==> config.mk <==
export PLATFORM = sky130hd
export DESIGN_NAME = serial_deser_rx
export DESIGN_NICKNAME = d
export VERILOG_FILES = /design/src/rtl/serial_pkg.sv /design/src/rtl/deser_shift_reg.sv /design/src/rtl/serial_deser_rx.sv
export SDC_FILE = /design/constraint.sdc
export NUM_CORES = 1
export LEC_CHECK = 0
export CORE_MARGIN = 1.5
export CORE_UTILIZATION = 42
export DETAILED_ROUTE_END_ITERATION = 12
export GPL_ROUTABILITY_DRIVEN = 1
export HOLD_SLACK_MARGIN = 0.03
export PLACE_DENSITY = 0.71
export SYNTH_ARGS = -nofsm -noshare
export SYNTH_HDL_FRONTEND = slang
export SYNTH_SLANG_ARGS = --single-unit
==> constraint.sdc <==
create_clock -name clk -period 2.7 [get_ports clk]
set_input_delay 0.54 -clock clk [delete_from_list [all_inputs] [get_ports clk]]
set_output_delay 0.54 -clock clk [all_outputs]
set_load 0.03 [all_outputs]
==> src/rtl/serial_pkg.sv <==
// Shared types and defaults for the serial receive deserializer.
package serial_pkg;

    typedef enum logic {
        MSB_FIRST = 1'b0,
        LSB_FIRST = 1'b1
    } bit_order_e;

    localparam int DEFAULT_WIDTH = 8;

    typedef enum logic {
        EMPTY = 1'b0,
        FULL  = 1'b1
    } hold_state_e;

endpackage

==> src/rtl/deser_shift_reg.sv <==
// Shift register and bit counter; emits the assembled word with a done pulse
// on the edge that accepts the last bit of a word.
module deser_shift_reg
    import serial_pkg::*;
#(
    parameter int         WIDTH = DEFAULT_WIDTH,
    parameter bit_order_e ORDER = MSB_FIRST
) (
    input  logic                       clk,
    input  logic                       rst_n,
    input  logic                       din,
    input  logic                       din_valid,
    input  logic                       flush,
    output logic [WIDTH-1:0]           word,
    output logic                       done,
    output logic [$clog2(WIDTH+1)-1:0] bit_cnt
);

    localparam int CW = $clog2(WIDTH + 1);

    logic [WIDTH-1:0] shift_r;
    logic [WIDTH-1:0] shift_next_s;
    logic [CW-1:0]    bit_cnt_r;
    logic             take_s;

    // Next shift value; word is offered combinationally so the completing bit is included.
    always_comb begin
        shift_next_s = shift_r;
        if (ORDER == LSB_FIRST) begin
            shift_next_s = {din, shift_r[WIDTH-1:1]};
        end else begin
            shift_next_s = {shift_r[WIDTH-2:0], din};
        end
    end

    assign take_s  = din_valid && !flush;
    assign done    = take_s && (bit_cnt_r == CW'(WIDTH - 1));
    assign word    = shift_next_s;
    assign bit_cnt = bit_cnt_r;

    // Shift register and bit counter; flush beats din_valid.
    always_ff @(posedge clk or negedge rst_n) begin
        if (!rst_n) begin
            shift_r   <= {WIDTH{1'b0}};
            bit_cnt_r <= {CW{1'b0}};
        end else begin
            if (take_s) begin
                shift_r <= shift_next_s;
            end
            if (flush) begin
                bit_cnt_r <= {CW{1'b0}};
            end else if (take_s) begin
                bit_cnt_r <= done ? {CW{1'b0}} : bit_cnt_r + CW'(1);
            end
        end
    end

endmodule

==> src/rtl/serial_deser_rx.sv <==
// Serial-to-parallel receiver: shift stage plus a one-word holding register
// with valid/ready output and sticky overrun on dropped words.
module serial_deser_rx
    import serial_pkg::*;
#(
    parameter int WIDTH     = DEFAULT_WIDTH,
    parameter int LSB_FIRST = 0
) (
    input  logic                       clk,
    input  logic                       rst,
    input  logic                       din,
    input  logic                       din_valid,
    input  logic                       flush,
    output logic [WIDTH-1:0]           dout,
    output logic                       dout_valid,
    input  logic                       dout_ready,
    output logic [$clog2(WIDTH+1)-1:0] bit_cnt,
    output logic                       overrun,
    input  logic                       clr_ovr
);

    localparam bit_order_e ORDER = (LSB_FIRST != 0) ? serial_pkg::LSB_FIRST
                                                    : serial_pkg::MSB_FIRST;

    logic [WIDTH-1:0] word_s;
    logic             done_s;
    hold_state_e      state_r;
    hold_state_e      state_next_s;
    logic [WIDTH-1:0] dout_r;
    logic [WIDTH-1:0] dout_next_s;
    logic             dout_valid_r;
    logic             overrun_r;
    logic             overrun_next_s;
    logic             drop_s;

    deser_shift_reg #(
        .WIDTH (WIDTH),
        .ORDER (ORDER)
    ) u_shift (
        .clk       (clk),
        .rst_n     (rst),
        .din       (din),
        .din_valid (din_valid),
        .flush     (flush),
        .word      (word_s),
        .done      (done_s),
        .bit_cnt   (bit_cnt)
    );

    // Holding register next state; a completion while full and stalled drops the new word.
    always_comb begin
        state_next_s = state_r;
        dout_next_s  = dout_r;
        drop_s       = 1'b0;
        case (state_r)
            EMPTY: begin
                if (done_s) begin
                    state_next_s = FULL;
                    dout_next_s  = word_s;
                end else begin
                    state_next_s = EMPTY;
                end
            end
            FULL: begin
                if (done_s) begin
                    state_next_s = FULL;
                    if (dout_ready) begin
                        dout_next_s = word_s;
                    end else begin
                        drop_s = 1'b1;
                    end
                end else if (dout_ready) begin
                    state_next_s = EMPTY;
                end else begin
                    state_next_s = FULL;
                end
            end
            default: begin
                state_next_s = EMPTY;
            end
        endcase
    end

    // Sticky overrun: a drop on the same edge wins over clear.
    always_comb begin
        overrun_next_s = overrun_r;
        if (drop_s) begin
            overrun_next_s = 1'b1;
        end else if (clr_ovr) begin
            overrun_next_s = 1'b0;
        end else begin
            overrun_next_s = overrun_r;
        end
    end

    // Output registers.
    always_ff @(posedge clk or negedge rst) begin
        if (!rst) begin
            state_r      <= EMPTY;
            dout_r       <= {WIDTH{1'b0}};
            dout_valid_r <= 1'b0;
            overrun_r    <= 1'b0;
        end else begin
            state_r      <= state_next_s;
            dout_r       <= dout_next_s;
            dout_valid_r <= (state_next_s == FULL);
            overrun_r    <= overrun_next_s;
        end
    end

    assign dout       = dout_r;
    assign dout_valid = dout_valid_r;
    assign overrun    = overrun_r;

endmodule

After elaboration in Yosys (flattened, before gate mapping) --
Cells that the tools add are included.
Operators by class: multiplexer cells 15, add/sub/neg operators 1, bitwise gates (word level) 1, reduce and logical (&&, ||, !) cells 6, eq/ne operators 4
Operator list (count):
- $mux 8 | 3
- $pmux 8 s2 | 1
- $mux 4 | 3
- $mux 1 | 7
- $add 4x1->4 const B | 1
- $eq 4x3->1 const B | 1
- $ne 2x1->1 const B | 2
- $reduce_bool 2->1 | 2
- $reduce_and 3->1 | 1
- $logic_and 1x1->1 | 2
- $ne 2x2->1 const B | 1
- $pmux 1 s2 | 1
- $logic_not 1->1 | 1
- $not 1->1 | 1
Storage, ports and cells: word-level logic and storage cells 32, flip-flop bits (word level) 21, bits of input ports 7, output and inout bits 14

Depth between registers and ports, before layout --
Gate-level depths: netlist of the first run.
word-level depth 6, depth in mapped cells 5, gate-level depth less buffers 4

Modules after synthesis --
Synthesis of the first run repeated with hierarchy kept, for this count alone.
Second synthesis, totals: cell total of the unflattened synthesis 60, area, all modules 938.4 um^2
By module, submodules not included:
- deser_shift_reg | area an instance 525.5 um^2, cells each 36, instances 1
- serial_deser_rx | area an instance 412.9 um^2, cells each 24, instances 1

Least setup slack after synthesis of the first run --
Ideal clock, no wire load.
path kind reg-to-reg, start point reg u_shift.bit_cnt_r[0], in the netlist u_shift.bit_cnt[0], end point reg dout_r[0], in the netlist dout[0], arrival time 1.534 ns, setup slack 1.041 ns, period minus slack after synthesis 1.659 ns, buffers on the path 1, stages on the path, launching flop included 6, cell sequence dfrtp_1 ha_1 and3b_1 and3_4 buf_12 mux2_4
Between the ends: word-level cells in the longest chain between the ends 4, elaborated cells between the ends (all ways) 5, those cells by class eq/ne (3); reduce/logical (2)
RTL lines:
- start, declared | RTL line deser_shift_reg.sv:23 | logic [CW-1:0] bit_cnt_r;
- start signal, assigned | RTL line deser_shift_reg.sv:45 | bit_cnt_r <= {CW{1'b0}};
- start signal, assigned | RTL line deser_shift_reg.sv:51 | bit_cnt_r <= {CW{1'b0}};
- start signal, assigned | RTL line deser_shift_reg.sv:53 | bit_cnt_r <= done ? {CW{1'b0}} : bit_cnt_r + CW'(1);
- $eq 4x3->1 * | RTL line deser_shift_reg.sv:37 | assign done = take_s && (bit_cnt_r == CW'(WIDTH - 1));
- $logic_and 1x1->1 * | RTL line deser_shift_reg.sv:37
- $ne 2x1->1 (no line)
- $reduce_and 3->1 (no line) *
- end signal, assigned | RTL line serial_deser_rx.sv:100 | dout_r <= {WIDTH{1'b0}};
- end signal, assigned | RTL line serial_deser_rx.sv:105 | dout_r <= dout_next_s;
- end, declared | RTL line serial_deser_rx.sv:29 | logic [WIDTH-1:0] dout_r;
Every way passes the cells marked *; elsewhere a longest branch is shown, timed or not. A chain may end at the register's enable or synchronous reset.

Worst setup path after layout of the first run --
start point reg u_shift.bit_cnt_r[0], in the netlist u_shift.bit_cnt[0], end point out bit_cnt[0]
RTL lines:
- end, declared | RTL line serial_deser_rx.sv:17 | output logic [$clog2(WIDTH+1)-1:0] bit_cnt,
No word-level cell between the ends.

==> impl_metrics.tcl, run 1 <==
set metrics [dict create \
    final.period_utilization_pct 72.6 \
    rsz0062_at_grt "false" \
    fin_worst_skew_ns 0.00418 \
    synth_fp_nets 66 \
    cts_setup_buffers 0 \
    power.density_mw_per_mm2 550 \
    path_cells "clkdlybuf4s50_1" \
    viasPerCell 4.68 \
    synth-seq-area-share_pct 58.9 \
    wl_um 1320 \
    synth_seq_cells 21 \
    final_util_pct 57.0 \
    syn_inst 58 \
    core_area_mm2 0.00198 \
    syn_to_final_growth_pct 26.6 \
    setup_viol 0 \
    drtIter0Drc 2 \
    setup-tns-final_ns 0 \
    vias 505 \
    grt_usage_pct 13.2 \
    die_area_mm2 0.00241 \
    crit_family "buffers and inverters" \
    required_ns 2.16 \
    tightest_slew_ns 0.313 \
    pin_count 21 \
    drt.antenna.violating_nets 0 \
    critical_path.slowest_cell "clkdlybuf4s50_1" \
    drive_gt1_share_pct 28.4 \
    slew_headroom_pct 79.1 \
    dp_hpwl_um 1000 \
    hold_viol 0 \
    port_buffers 20 \
    grt_pass1_wl_um 2390 \
    final_cell_mix "dfrtp_1, clkdlybuf4s50_1, mux2_4" \
    ctsResizeCount 0 \
    drc_errors 0 \
    cap_violations 0 \
    drt-pass1-iter-count 2 \
    ir_drop_mv 0.298 \
    fp.dieH_um 49.1 \
    start_kind "register" \
    grt_max_degree 22 \
    cts_root_buf "clkbuf_4" \
    critPathCaptureType "output pin" \
    clk_latency_ns 0.29 \
    hold_class "register to register" \
    clockBufferDepth 2 \
    rows 16 \
    maxSlewViolCount 0 \
    wl_per_cell_um 12.3 \
    synthesis.area_um2 892 \
    final_nets 90 \
    gr-total-overflow 0 \
    initial_core_util_pct 45.0 \
    grt_pass1_vias 533 \
    clock_sinks 21 \
    clkSlewWorstSetupHoldPaths_ns 0.11 \
    layout_commonest_cell "dfrtp_1" \
    cp.buffers_inverters 1 \
    htree_levels 1 \
    power_leakage_nw 0.508 \
    antenna_cells 0 \
    yosysUniqueCellTypes 20 \
    cp.arrival_ns 1.42 \
    antenna_found_initial 0 \
    cp_max_fo 4 \
    status "finished, final reports clean" \
    numCtsBuffers 3 \
    fmax_mhz 510 \
    fillerInstances 166 \
    die_w_um 49.1 \
    path_class "register to output pin" \
    min_period_ns 1.96 \
    critPathMaxStageDelay_ns 0.70 \
    place.gp.congestion 0.682 \
    ys.warnings.count 0 \
    postSynthAreaPerCell_um2 15.4 \
    cts_tree "done" \
    postCtsHoldBufs 0 \
]
==> registers in the layout (all words and copies together) (netlist names) <==
| name | flops |
|---|---|
| u_shift.shift_r | 7 |
| u_shift.bit_cnt | 4 |
| dout_valid | 1 |
| overrun | 1 |
| dout | 8 |
==> worst reg2reg max path, cell delays in order, from the launching register on <==
cell and delay, ns:
dfrtp_1 0.43, ha_1 0.20, and3b_1 0.19, and3_4 0.29
mux2_4 0.31
==> power by group <==
| part | internal (W) | switching (W) | leakage, nW |
|---|---|---|---|
| registers | 0.000357 | 0.0000320 | 0.278 |
| logic | 0.0000529 | 0.0000341 | 0.212 |
| clock network | 0.0000551 | 0.0000902 | 0.0177 |
| total | 0.000465 | 0.000156 | 0.508 |
==> stage by stage <==
| step | instances | setup WS [ns] | total power [W] | hold slack, ns | cell area (um^2) |
|---|---|---|---|---|---|
| 2_1_floorplan | 58 | 1.04 | 0.000443 | 0.244 | 892 |
| 3_3_place_gp | 104 | 0.519 | 0.000481 | 0.494 | 1100 |
| 3_5_place_dp | 104 | 0.481 | 0.000484 | 0.496 | 1100 |
| 4_1_cts | 108 | 0.718 | 0.000633 | 0.524 | 1130 |
| 5_1_grt | 108 | 0.676 | 0.000660 | 0.543 | 1130 |
| 6_report | 108 | 0.739 | 0.000622 | 0.522 | 1130 |
==> cell usage after synthesis (all sizes together) <==
cell type | instances | area (um^2)
mux2 | 15 | 199
nor2b | 1 | 13.8
or2b | 1 | 8.76
o22ai | 1 | 6.26
or3 | 1 | 6.26
xor2 | 1 | 8.76
nand2 | 4 | 15.0
xnor2 | 1 | 8.76
ha | 1 | 12.5
and3 | 1 | 11.3
nor2 | 3 | 11.3
buf | 2 | 31.3
and3b | 1 | 8.76
nand4 | 1 | 6.26
dfrtp | 21 | 526
inv | 1 | 3.75
mux2i | 1 | 10.0
a21oi | 1 | 5.00
==> worst paths after layout <==
| path | from | end | slack [ns] | cells past startpoint |
|---|---|---|---|---|
| max in group asynchronous | rst | dout_valid | 1.91 | 2 |
| hold / removal | dout[1] | dout[1] | 0.52 | 1 |
| setup reg to reg | u_shift.bit_cnt[0] | dout[1] | 1.18 | 4 |
| min in group asynchronous | rst | dout[2] | 0.58 | 2 |
| hold reg to reg | dout[1] | dout[1] | 0.52 | 1 |
| setup / recovery | u_shift.bit_cnt[0] | bit_cnt[0] | 0.74 | 1 |
==> per-layer routing <==
| metal | vias to the layer above | track usage (%) | part of all wire [%] |
|---|---|---|---|
| li1 | 247 | - | - |
| met1 | 242 | 17.6 | 49 |
| met2 | 14 | 20.0 | 46 |
| met3 | 2 | 3.07 | 4.2 |
| met4 | 0 | 7.14 | 0.98 |
| met5 | - | 0 | 0 |
==> logic make-up after synthesis <==
kind of cell    after synthesis  share of synthesized area, %
compound gates                2                          1.26
xor+xnor                      2                          1.96
fa+ha+maj                     1                          1.40
buf+inv                       3                          3.93
flops                        21                          58.9
mux                          16                          23.4
simple gates                 13                          9.12
==> layout make-up <==
class	count	area, um^2	share of cell area (%)
repair buffers	21	208	18.4
clock buffers	3	22.5	1.99
well taps	27	33.8	2.99
multi-input cells	34	332	29.3
flip-flops and latches	21	526	46.5
clock inverters	1	5.00	0.443
inverters	1	3.75	0.332
(Power assumes the default switching activity.)
==> run 2, diff against run 1 <==
- PLACE_DENSITY: 0.71 -> 0.74
- clock period: 2.7 -> 1.6 ns (I/O delays scaled with it)
==> run 2 against run 1 <==
- design area is 0.89% higher
- via count is 8.3% higher
- highest routed layer is now met3
- global-route usage hardly changed
- non-clock buffer count is 3 higher
- total power is 69% higher
- critical path type is now register to register
- utilization is 0.50 points higher
- combinational power is 68% higher
- clock power is 70% higher
- critical path depth is 3 higher
==> impl_metrics.tcl, run 2 (synthesized netlist as in run 1, its figures left out) <==
set metrics [dict create \
    hold_viol 0 \
    cts_tree "done" \
    wl_per_cell_um 12.4 \
    critical_path.slowest_cell "dfrtp_2" \
    cp.arrival_ns 1.70 \
    power_leakage_nw 0.583 \
    cap_violations 0 \
    die_w_um 49.1 \
    final_nets 93 \
    grt_pass1_vias 549 \
    grt_pass1_wl_um 2500 \
    drt.antenna.violating_nets 0 \
    clock_sinks 21 \
    rsz0062_at_grt "false" \
    htree_levels 1 \
    clk_latency_ns 0.30 \
    setup_viol 0 \
    min_period_ns 1.52 \
    final.period_utilization_pct 94.7 \
    postCtsHoldBufs 0 \
    r2r_slack_ns 0.08 \
    fmax_mhz 660 \
    clkSlewWorstSetupHoldPaths_ns 0.12 \
    power.density_mw_per_mm2 920 \
    maxSlewViolCount 0 \
    critPathMaxStageDelay_ns 0.42 \
    core_area_mm2 0.00198 \
    cp_max_fo 8 \
    numCtsBuffers 3 \
    pin_count 21 \
    drt-pass1-iter-count 4 \
    fin_worst_skew_ns 0.00751 \
    start_kind "register" \
    largest_register_ffs 8 \
    hold_class "input pin to asynchronous set/reset pin" \
    path_class "register to register" \
    vias 547 \
    gr-total-overflow 0 \
    die_area_mm2 0.00241 \
    status "finished, final reports clean" \
    path_cells "ha_2, and3b_1, and3_4, mux2_4" \
    holdWs_ns 0.350 \
    dp_hpwl_um 1010 \
    cts_root_buf "clkbuf_4" \
    port_buffers 20 \
    final_cell_mix "dfrtp_1, dlygate4sd2_1, mux2_4" \
    r2r_cells 4 \
    syn_to_final_growth_pct 27.8 \
    regToRegStartpoint "u_shift.bit_cnt[0]" \
    critPathCaptureType "register" \
    initial_core_util_pct 45.0 \
    place.gp.congestion 0.673 \
    viasPerCell 4.93 \
    r2r-end "dout[3]" \
    antenna_cells 0 \
    clockBufferDepth 2 \
    fp.dieH_um 49.1 \
    tightest_slew_ns 0.298 \
    power.total_w 0.00105 \
    grt_usage_pct 13.3 \
    ir_drop_mv 0.795 \
    grt_max_degree 22 \
    drc_errors 0 \
    required_ns 1.79 \
    wl_um 1370 \
    drive_gt1_share_pct 34.5 \
    antenna_found_initial 0 \
    layout_commonest_cell "dfrtp_1" \
    slew_headroom_pct 80.2 \
    drtIter0Drc 3 \
    rows 16 \
]
==> run 2: changes by cell type in the layout (fill, tap and decap cells not counted), sizes merged <==
cell	change
buf	+3
dlygate4sd2	+14
clkdlybuf4s50	-14
==> run 2: worst max-delay path by stage <==
stage                                  start  endpoint  cells past startpoint
after global routing      u_shift.bit_cnt[0]   dout[2]                      4
after CTS                 u_shift.bit_cnt[0]   dout[3]                      4
final                     u_shift.bit_cnt[0]   dout[3]                      4
after global placement            dout_ready   dout[3]                      4
after detailed placement          dout_ready   dout[1]                      4
after floorplan           u_shift.bit_cnt[0]   dout[0]                      5
==> run 2: power by group <==
part	switching, W	internal, W
sequential	0.0000530	0.000604
clock	0.000153	0.0000931
combinational	0.0000563	0.0000895
total	0.000262	0.000787
==> run 2: worst max-delay path: cells and delay by family (launching register included) <==
family	cells	cell delay, ns
multiplexers	1	0.31
adder cells (fa/ha/maj)	1	0.20
AND/OR/NAND/NOR	2	0.48
flip-flops	1	0.42
==> run 2: repair_timing <==
action,CTS,global route
setup buffers,0,0
resized for setup,14,0
hold endpoints to repair,0,0
endpoints found under the setup margin,14,0
==> run 2: cell type report <==
type | instances | area [um^2]
Clock buffer | 3 | 22.5
Sequential cell | 21 | 528
Clock inverter | 1 | 5.00
Tap cell | 27 | 33.8
Multi-Input combinational cell | 34 | 334
Timing Repair Buffer | 24 | 213
Fill cell | 174 | 842
Inverter | 1 | 3.75
==> run 2: metrics by stage <==
step                      setup WS, ns  cells  setup TNS (ns)  area, um^2  util, %
after global placement          -0.109    107          -0.800        1130     57.0
after floorplan                 0.0262     58               0         897        -
after global routing            0.0171    111               0        1140     57.5
after detailed placement        -0.119    107          -0.923        1130     57.0
final                           0.0849    111               0        1140     57.5
after CTS                       0.0827    111               0        1140     57.5
==> run 2: routing by layer <==
layer	share of wire [%]	global-route usage (%)	up-vias
met3	7.1	4.91	0
li1	-	-	252
met5	0	0	-
met1	48	18.3	276
met2	44	20.7	19
met4	0	1.43	0
